--- src/rtl/glitc_config_ctrl_if.sv ---
// Register-bus bundle between the TISC host and the GLITC configuration sequencer.
// Member names follow the slave's view (_i into the sequencer, _o out of it).
interface glitc_config_ctrl_if;
  logic        cyc_i;
  logic        stb_i;
  logic        we_i;
  logic [31:0] dat_i;
  logic [31:0] dat_o;
  logic        ack_o;

  modport master (output cyc_i, stb_i, we_i, dat_i, input dat_o, ack_o);
  modport slave  (input cyc_i, stb_i, we_i, dat_i, output dat_o, ack_o);
endinterface

--- src/rtl/glitc_config_ctrl.sv ---
// Configuration sequencer for the four GLITC FPGAs: PROGRAM_B/INIT_B pulses, DONE wait, gready.
// Optional macro GLITC_CFG_AUTORETRY_EN: one automatic reprogram after a LOAD timeout.
module glitc_config_ctrl #(
  parameter int unsigned PROG_CYCLES  = 64,
  parameter int unsigned INIT_CYCLES  = 32,
  parameter int unsigned TIMEOUT_BITS = 24
) (
  input  logic                      clk_i,
  input  logic                      rst_n_i,
  glitc_config_ctrl_if.slave        bus,
  input  logic [3:0]                done_i,
  input  logic [3:0]                init_b_i,
  output logic [3:0]                program_b_o,
  output logic [3:0]                init_b_oe_o,
  output logic [3:0]                gready_o
);

  localparam int unsigned N_CH   = 4;
  localparam int unsigned PROG_W = (PROG_CYCLES > 1) ? $clog2(PROG_CYCLES) : 1;
  localparam int unsigned INIT_W = (INIT_CYCLES > 1) ? $clog2(INIT_CYCLES) : 1;
  localparam int unsigned PI_W   = (PROG_W > INIT_W) ? PROG_W : INIT_W;
  localparam int unsigned CNT_W  = (PI_W > TIMEOUT_BITS) ? PI_W : TIMEOUT_BITS;

  localparam logic [CNT_W-1:0] PROG_LOAD = CNT_W'(PROG_CYCLES - 1);
  localparam logic [CNT_W-1:0] INIT_LOAD = CNT_W'(INIT_CYCLES - 1);
  localparam logic [CNT_W-1:0] TMO_LOAD  = CNT_W'({TIMEOUT_BITS{1'b1}});

  typedef enum logic [2:0] {
    ST_UNCONF,
    ST_PROG,
    ST_INIT,
    ST_LOAD,
    ST_READY,
    ST_ERROR
  } state_t;

  logic            r_ack;
  logic            r_served;
  logic [31:0]     r_dat;
  logic [N_CH-1:0] r_wr_start;
  logic [N_CH-1:0] r_wr_abort;
  logic [N_CH-1:0] r_done_s1;
  logic [N_CH-1:0] r_done_s2;
  logic [N_CH-1:0] r_init_s1;
  logic [N_CH-1:0] r_init_s2;

  logic            w_req;
  logic [N_CH-1:0] w_busy;
  logic [N_CH-1:0] w_err;
  logic [N_CH-1:0] w_retry;
  logic            w_unused;

  // A request is served once; it re-arms only when cyc/stb drops.
  assign w_req    = bus.cyc_i && bus.stb_i && !r_served;
  assign w_unused = ^bus.dat_i[31:8];

  assign bus.ack_o = r_ack;
  assign bus.dat_o = r_dat;

  // Bus handshake, write-mask capture, pin synchronizers and status register.
  always_ff @(posedge clk_i or negedge rst_n_i) begin
    if (!rst_n_i) begin
      r_ack      <= 1'b0;
      r_served   <= 1'b0;
      r_dat      <= 32'h0;
      r_wr_start <= '0;
      r_wr_abort <= '0;
      r_done_s1  <= '0;
      r_done_s2  <= '0;
      r_init_s1  <= '0;
      r_init_s2  <= '0;
    end else begin
      r_ack      <= w_req;
      r_served   <= bus.cyc_i && bus.stb_i;
      r_wr_start <= (w_req && bus.we_i) ? bus.dat_i[3:0] : 4'h0;
      r_wr_abort <= (w_req && bus.we_i) ? bus.dat_i[7:4] : 4'h0;
      r_done_s1  <= done_i;
      r_done_s2  <= r_done_s1;
      r_init_s1  <= init_b_i;
      r_init_s2  <= r_init_s1;
      r_dat      <= {8'h00, w_retry, r_init_s2, r_done_s2, w_err, w_busy, gready_o};
    end
  end

  for (genvar g = 0; g < N_CH; g++) begin : g_ch
    state_t           r_state;
    state_t           w_state_nx;
    logic [CNT_W-1:0] r_cnt;
    logic [CNT_W-1:0] w_cnt_nx;
    logic             r_pb;
    logic             r_oe;
    logic             r_gr;
    logic             w_timeout;
`ifdef GLITC_CFG_AUTORETRY_EN
    logic             r_retry;
    logic             w_retry_nx;
`endif

    // Pin outputs are decoded from the next state so they move with the state register.
    always_ff @(posedge clk_i or negedge rst_n_i) begin
      if (!rst_n_i) begin
        r_state <= ST_UNCONF;
        r_cnt   <= '0;
        r_pb    <= 1'b1;
        r_oe    <= 1'b0;
        r_gr    <= 1'b0;
`ifdef GLITC_CFG_AUTORETRY_EN
        r_retry <= 1'b0;
`endif
      end else begin
        r_state <= w_state_nx;
        r_cnt   <= w_cnt_nx;
        r_pb    <= (w_state_nx != ST_PROG);
        r_oe    <= (w_state_nx == ST_PROG) || (w_state_nx == ST_INIT);
        r_gr    <= (w_state_nx == ST_READY);
`ifdef GLITC_CFG_AUTORETRY_EN
        r_retry <= w_retry_nx;
`endif
      end
    end

    always_comb begin
      w_state_nx = r_state;
      w_cnt_nx   = r_cnt;
      w_timeout  = 1'b0;
`ifdef GLITC_CFG_AUTORETRY_EN
      w_retry_nx = r_retry;
`endif
      if (r_wr_abort[g]) begin
        w_state_nx = ST_UNCONF;
        w_cnt_nx   = '0;
`ifdef GLITC_CFG_AUTORETRY_EN
        w_retry_nx = 1'b0;
`endif
      end else if (r_wr_start[g]) begin
        w_state_nx = ST_PROG;
        w_cnt_nx   = PROG_LOAD;
`ifdef GLITC_CFG_AUTORETRY_EN
        w_retry_nx = 1'b0;
`endif
      end else begin
        case (r_state)
          ST_PROG: begin
            if (r_cnt == '0) begin
              w_state_nx = ST_INIT;
              w_cnt_nx   = INIT_LOAD;
            end else begin
              w_cnt_nx = r_cnt - CNT_W'(1);
            end
          end
          ST_INIT: begin
            if (r_cnt == '0) begin
              w_state_nx = ST_LOAD;
              w_cnt_nx   = TMO_LOAD;
            end else begin
              w_cnt_nx = r_cnt - CNT_W'(1);
            end
          end
          // DONE is checked ahead of the timeout so a coincident DONE wins.
          ST_LOAD: begin
            if (r_done_s2[g]) begin
              w_state_nx = ST_READY;
            end else if (r_cnt <= CNT_W'(1)) begin
              w_timeout = 1'b1;
            end else begin
              w_cnt_nx = r_cnt - CNT_W'(1);
            end
          end
          ST_READY: begin
            if (!r_done_s2[g]) begin
              w_state_nx = ST_ERROR;
            end
          end
          default: ;
        endcase
        if (w_timeout) begin
`ifdef GLITC_CFG_AUTORETRY_EN
          if (!r_retry) begin
            w_state_nx = ST_PROG;
            w_cnt_nx   = PROG_LOAD;
            w_retry_nx = 1'b1;
          end else begin
            w_state_nx = ST_ERROR;
          end
`else
          w_state_nx = ST_ERROR;
`endif
        end
      end
    end

    assign program_b_o[g] = r_pb;
    assign init_b_oe_o[g] = r_oe;
    assign gready_o[g]    = r_gr;
    assign w_busy[g]      = (r_state == ST_PROG) || (r_state == ST_INIT) || (r_state == ST_LOAD);
    assign w_err[g]       = (r_state == ST_ERROR);
`ifdef GLITC_CFG_AUTORETRY_EN
    assign w_retry[g]     = r_retry;
`else
    assign w_retry[g]     = 1'b0;
`endif
  end

endmodule

--- src/flat_wrapper.sv ---
// flat-port wrapper written by rule: the top's interface ports become plain ports
module glitc_config_ctrl_flat 
#(
  parameter int unsigned PROG_CYCLES  = 64,
  parameter int unsigned INIT_CYCLES  = 32,
  parameter int unsigned TIMEOUT_BITS = 24
)
  (clk_i, rst_n_i, done_i, init_b_i, program_b_o, init_b_oe_o, gready_o, bus_cyc_i, bus_stb_i, bus_we_i, bus_dat_i, bus_dat_o, bus_ack_o);
  glitc_config_ctrl_if bus_i ();
  input  logic clk_i;
  input  logic rst_n_i;
  input  logic [3:0] done_i;
  input  logic [3:0] init_b_i;
  output logic [3:0] program_b_o;
  output logic [3:0] init_b_oe_o;
  output logic [3:0] gready_o;
  input wire logic [$bits(bus_i.cyc_i)-1:0] bus_cyc_i;
  input wire logic [$bits(bus_i.stb_i)-1:0] bus_stb_i;
  input wire logic [$bits(bus_i.we_i)-1:0] bus_we_i;
  input wire logic [$bits(bus_i.dat_i)-1:0] bus_dat_i;
  output wire logic [$bits(bus_i.dat_o)-1:0] bus_dat_o;
  output wire logic [$bits(bus_i.ack_o)-1:0] bus_ack_o;
  assign bus_i.cyc_i = bus_cyc_i;
  assign bus_i.stb_i = bus_stb_i;
  assign bus_i.we_i = bus_we_i;
  assign bus_i.dat_i = bus_dat_i;
  assign bus_dat_o = bus_i.dat_o;
  assign bus_ack_o = bus_i.ack_o;
  glitc_config_ctrl #(.PROG_CYCLES(PROG_CYCLES), .INIT_CYCLES(INIT_CYCLES), .TIMEOUT_BITS(TIMEOUT_BITS)) u_core (.clk_i(clk_i), .rst_n_i(rst_n_i), .bus(bus_i), .done_i(done_i), .init_b_i(init_b_i), .program_b_o(program_b_o), .init_b_oe_o(init_b_oe_o), .gready_o(gready_o));
endmodule
--- config.mk ---
export PLATFORM = sky130hd
export DESIGN_NAME = glitc_config_ctrl_flat
export DESIGN_NICKNAME = d
export VERILOG_FILES = /design/src/rtl/glitc_config_ctrl_if.sv /design/src/rtl/glitc_config_ctrl.sv /design/src/flat_wrapper.sv
export SDC_FILE = /design/constraint.sdc
export NUM_CORES = 1
export LEC_CHECK = 0
export CORE_MARGIN = 2
export CORE_UTILIZATION = 62
export DETAILED_ROUTE_END_ITERATION = 8
export PLACE_DENSITY_LB_ADDON = 0.15
export RECOVER_POWER = 100
export SYNTH_ARGS = -nofsm -noshare
export SYNTH_HDL_FRONTEND = slang
export SYNTH_SLANG_ARGS = --single-unit
--- constraint.sdc ---
create_clock -name clk_i -period 3.84 [get_ports clk_i]
set_input_delay 0.768 -clock clk_i [delete_from_list [all_inputs] [get_ports clk_i]]
set_output_delay 0.768 -clock clk_i [all_outputs]
set_load 0.02 [all_outputs]
# Word level (Yosys, flattened, before mapping)
# Cells that the tools add are included.
[totals]
inputBits = 45
reg_bits = 166
wordCells = 191
output_inout_bits = 45
[classes]
magnitude_cmp = 4
addsub = 4
n_reduce_logical = 28
n_eq_ne = 44
muxes = 82
[ops]
columns = ["op", "count"]
rows = [
  ["2-to-1 mux 24 bit", 24],
  ["case mux 24 bit (3 select lines)", 4],
  ["<= comparator 24 x 1 -> 1 bit (second input constant)", 4],
  ["zero test 24 bit", 4],
  ["subtractor 24 x 1 -> 24 bit (second input constant)", 4],
  ["2-to-1 mux 3 bit", 28],
  ["case mux 3 bit (4 select lines)", 4],
  ["== test 3 x 2 -> 1 bit (second input constant)", 12],
  ["== test 3 bit (second input constant)", 12],
  ["!= test 4 x 2 -> 1 bit (second input constant)", 8],
  ["== test 3 x 1 -> 1 bit (second input constant)", 8],
  ["2-to-1 mux 1 bit", 20],
  ["nonzero test 5 bit", 4],
  ["logical OR 1 bit", 12],
  ["!= test 3 x 1 -> 1 bit (second input constant)", 4],
  ["AND reduction 3 bit", 4],
  ["2-to-1 mux 4 bit", 2],
  ["logical AND 1 bit", 3],
  ["zero test 1 bit", 1],
]

# Longest topological paths before layout
[logic_depth]
ltp_word = 11
mapped_depth = 10
ltp_nobuf = 8

# Worst setup path after synthesis
# No wires, ideal clock.
[synth_path]
kind = "reg-to-reg"
startpoint = "reg u_core.g_ch[1].r_cnt[0]"
endpoint = "reg u_core.g_ch[1].r_cnt[20]"
required_ps = 3719
path_slack_ps = 1436
n_path_buf = 0
stages_incl_launch_ff = 8
setup_ps = 121
t_arrival_ps = 2283
period_less_slack_ps = 2404
path_cell_list = "dfrtp_1 inv_1 ha_1 nor3b_1 nand4_1 or4b_1 a21o_1 a22o_1"
[synth_via]
elab_chain_cells = 6
word_cells_on_any_way = 12
classes_between = "1 x add/sub; 1 x order compare; 1 x eq/ne; 7 x mux; 2 x reduce/logical"
[synth_lines]
columns = ["element", "line", "rtl"]
rows = [
  ["start: declaration", "glitc_config_ctrl.sv:88", "logic [CNT_W-1:0] r_cnt;"],
  ["start signal: assignment", "glitc_config_ctrl.sv:112", "r_cnt <= w_cnt_nx;"],
  ["subtractor 24 x 1 -> 24 bit", "glitc_config_ctrl.sv:148, glitc_config_ctrl.sv:156, glitc_config_ctrl.sv:166", ""],
  ["2-to-1 mux 24 bit", "glitc_config_ctrl.sv:163", "end else if (r_cnt <= CNT_W'(1)) begin"],
  ["2-to-1 mux 24 bit", "glitc_config_ctrl.sv:161", "if (r_done_s2[g]) begin"],
  ["case mux 24 bit (3 select lines)", "glitc_config_ctrl.sv:142", "case (r_state)"],
  ["2-to-1 mux 24 bit", "glitc_config_ctrl.sv:135", "end else if (r_wr_start[g]) begin"],
  ["2-to-1 mux 24 bit", "glitc_config_ctrl.sv:129", "if (r_wr_abort[g]) begin"],
]
# Several ways; a longest one is shown, not always the timed one. The select of a mux whose other input is x is not followed.
# A chain may end at the register's enable or synchronous reset.

# Final worst setup path
[layout_path]
startpoint = "reg u_core.g_ch[1].r_cnt[7]"
endpoint = "reg u_core.g_ch[1].r_cnt[9]"
# Same word-level chain as after synthesis.

==> metrics.txt <==
pin count of the biggest net entering global routing=73; status=finished with violations; Worst-Margin Slew=1.72 ns; slowest CP cell=nor3_1; routability cong.=0.896; global route total overflow=0; HP Class=reg2reg; DRT antenna net count=0; fmax=300 MHz; nets@finish=1103; io pins=90; peak supply drop=422 µV; H-Tree Depth=4; initial antenna violation count=1; Setup Viol. Count Final=0; die width=126 µm; Max-cap violations=2; Cell Area, Synth=9170 µm²; DRT iter0 DRCs=850; register bit total from synthesis=166; vias in the first global route=7379; Detailed Routing Iterations Pass 1=5; DIE HEIGHT=126 µm; Power Density=792 nW/µm²; global router's overall resource usage=0.269; Avg Cell Area, Syn=8.91 µm²; Final min period=3.33 ns; first-pass GRT wire length=35.3 mm; sequential area share after synthesis=0.454; Synth cell types=85; ratio of final minimum period to clock period=0.867; Vias=7906; Die ar.=15800 µm²; IO buf count=53; Routed WL=21.1 mm; Layout Area Growth over Synthesis=11.0%; TNS Setup=0 ns; total CTS buffers=17; Top delay family on crit path=simple AND/OR/NAND/NOR gates; r2r setup slk=0.51 ns; Synth async-reset ratio=1.00; CP Capture Type=flip-flop; synth top area cells=dfrtp_1 44%, a21oi_1 5.2%, nor2_1 4.8%; CTS Sinks=166; Via density=6.34; Final Non-Filler Cells=1247; Final Skew=0.00846 ns; dpl cell area=9650 µm²; Root Driver=clkbuf_16; final hold violation count=0; max_slew headroom=-0.146; startpoint types=flip-flop; Total Power=8.06 mW; post-DP HPWL=14.0 mm; Synthesis Warnings=0; Worst Path Buf+Inv=0; most common cell after layout, fill and taps aside=dfrtp_1; critical path required time=4.20 ns; Hold Buf Count CTS=0; core area=14500 µm²; FP Rows=44; EDFF count, synth=0; Synth area leader=dfrtp_1; Placed Cells=1214; most frequent cells in the layout=162 x dfrtp_1, 116 x nor2_1, 95 x a21oi_1, 87 x o21ai_0, 60 x nand2_1; cell area after layout=10200 µm²; Synth Instances=1029; Post-CTS Setup Inserts=0; leakage power figure=4.48 nW; Starting Density=0.633; routed length per instance=16.9 µm; RSZ-0062 raised after global routing=no; CP cell instances=nor4_1, and4_1, nand3_1, nor3_1, o21ai_0, a21oi_1; share of the synthesized area in the top cell type=0.442; clock slew at reported path FFs=0.07 ns; delay of the slowest critical-path stage=0.82 ns; worst path arrival time=3.69 ns; DR DRC count=0; CP Class=reg2reg; CP Max Fanout=10; number of max-slew violations in the final report=73; worst-skew pair later-pin latency=0.43 ns; failing checks=capacitance limit, slew limit; CTS tree=yes; layout cells sized above 1=0.0669; Max Root-Sink Buffers=2; Resized cells post-CTS=0; # fillers=1167; predominant post-synthesis flop cell=dfrtp_1
## cell type report
class | count | area [µm²] | share of cell area
repair buffers | 67 | 603 | 0.0593
inverters | 44 | 165 | 0.0162
well taps | 184 | 230 | 0.0226
multi-input cells | 753 | 4380 | 0.431
flip-flops and latches | 166 | 4160 | 0.409
clock buffers | 21 | 460 | 0.0452
diodes | 1 | 2.50 | 0.000246
clock inverters | 11 | 175 | 0.0172
## sequential cells by signal (all words and copies together), names as in the netlist
name,flops
u_core.g_ch.r_cnt,96
u_core.bus.dat_o,20
u_core.g_ch.r_state,12
u_core.g_ch.r_gr,4
u_core.g_ch.r_oe,4
u_core.g_ch.r_pb,4
u_core.r_done_s1,4
u_core.r_done_s2,4
u_core.r_init_s1,4
u_core.r_init_s2,4
u_core.r_wr_abort,4
u_core.r_wr_start,4
u_core.bus.ack_o,1
u_core.r_served,1
## path summary, 6_finish.rpt
path,start,endpoint,depth (start not counted)
max reg2reg,u_core.g_ch[1].r_cnt[7]$_DFFE_PN0P_,u_core.g_ch[1].r_cnt[9]$_DFFE_PN0P_,6
max in group asynchronous,rst_n_i,u_core.g_ch[2].r_cnt[8]$_DFFE_PN0P_,2
min reg2reg,u_core.r_init_s2[1]$_DFF_PN0_,u_core.bus.dat_o[17]$_DFF_PN0_,0
min,u_core.r_init_s2[1]$_DFF_PN0_,u_core.bus.dat_o[17]$_DFF_PN0_,0
max,u_core.g_ch[1].r_cnt[7]$_DFFE_PN0P_,u_core.g_ch[1].r_cnt[9]$_DFFE_PN0P_,6
min in group asynchronous,rst_n_i,u_core.bus.dat_o[3]$_DFF_PN0_,1
## Yosys cell counts, types with 15 or more instances
| cell type | n |
|---|---|
| nand2_1 | 60 |
| a21oi_1 | 95 |
| a31oi_1 | 20 |
| dfrtp_1 | 162 |
| inv_1 | 44 |
| nor3_1 | 53 |
| o21ai_0 | 86 |
| a21o_1 | 15 |
| nor2_1 | 116 |
| nand3_1 | 23 |
| buf_4 | 27 |
| and3_1 | 19 |
| or4_1 | 16 |
| nor4_1 | 23 |
| buf_2 | 22 |
| clkbuf_1 | 25 |
## routing by layer
| layer | GRT usage | routed length (µm) |
|---|---|---|
| met2 | 0.419 | 9720 |
| met3 | 0.0543 | 1340 |
| met1 | 0.388 | 9770 |
| met5 | 0 | 0 |
| met4 | 0.0719 | 288 |
## cells by family after synthesis
logic type	after synthesis	synth area share
and+or+nand+nor	402	0.235
AOI/OAI and AO/OA	320	0.223
DFF	166	0.454
buffers and inverters	121	0.0653
adders and majority gates	10	0.0135
xor gates and xnor gates	6	0.00573
muxes	3	0.00328
other	1	0.000409
## report_power, final
part / internal [mW] / switching (mW) / total, mW
combinational: 1.27 / 2.15 / 3.42
clock: 1.13 / 0.708 / 1.83
sequential: 2.23 / 0.575 / 2.81
## per-stage QoR
step                hold slack [ns]  setup slack, ns  utilization
global route                  0.351            0.220        0.703
floorplan                     0.331             1.44            -
global placement              0.332            0.947        0.666
CTS                           0.349            0.807        0.710
detailed placement            0.335            0.902        0.666
finish                        0.348            0.509        0.703
Note: power is estimated with default switching activity, not from simulation.
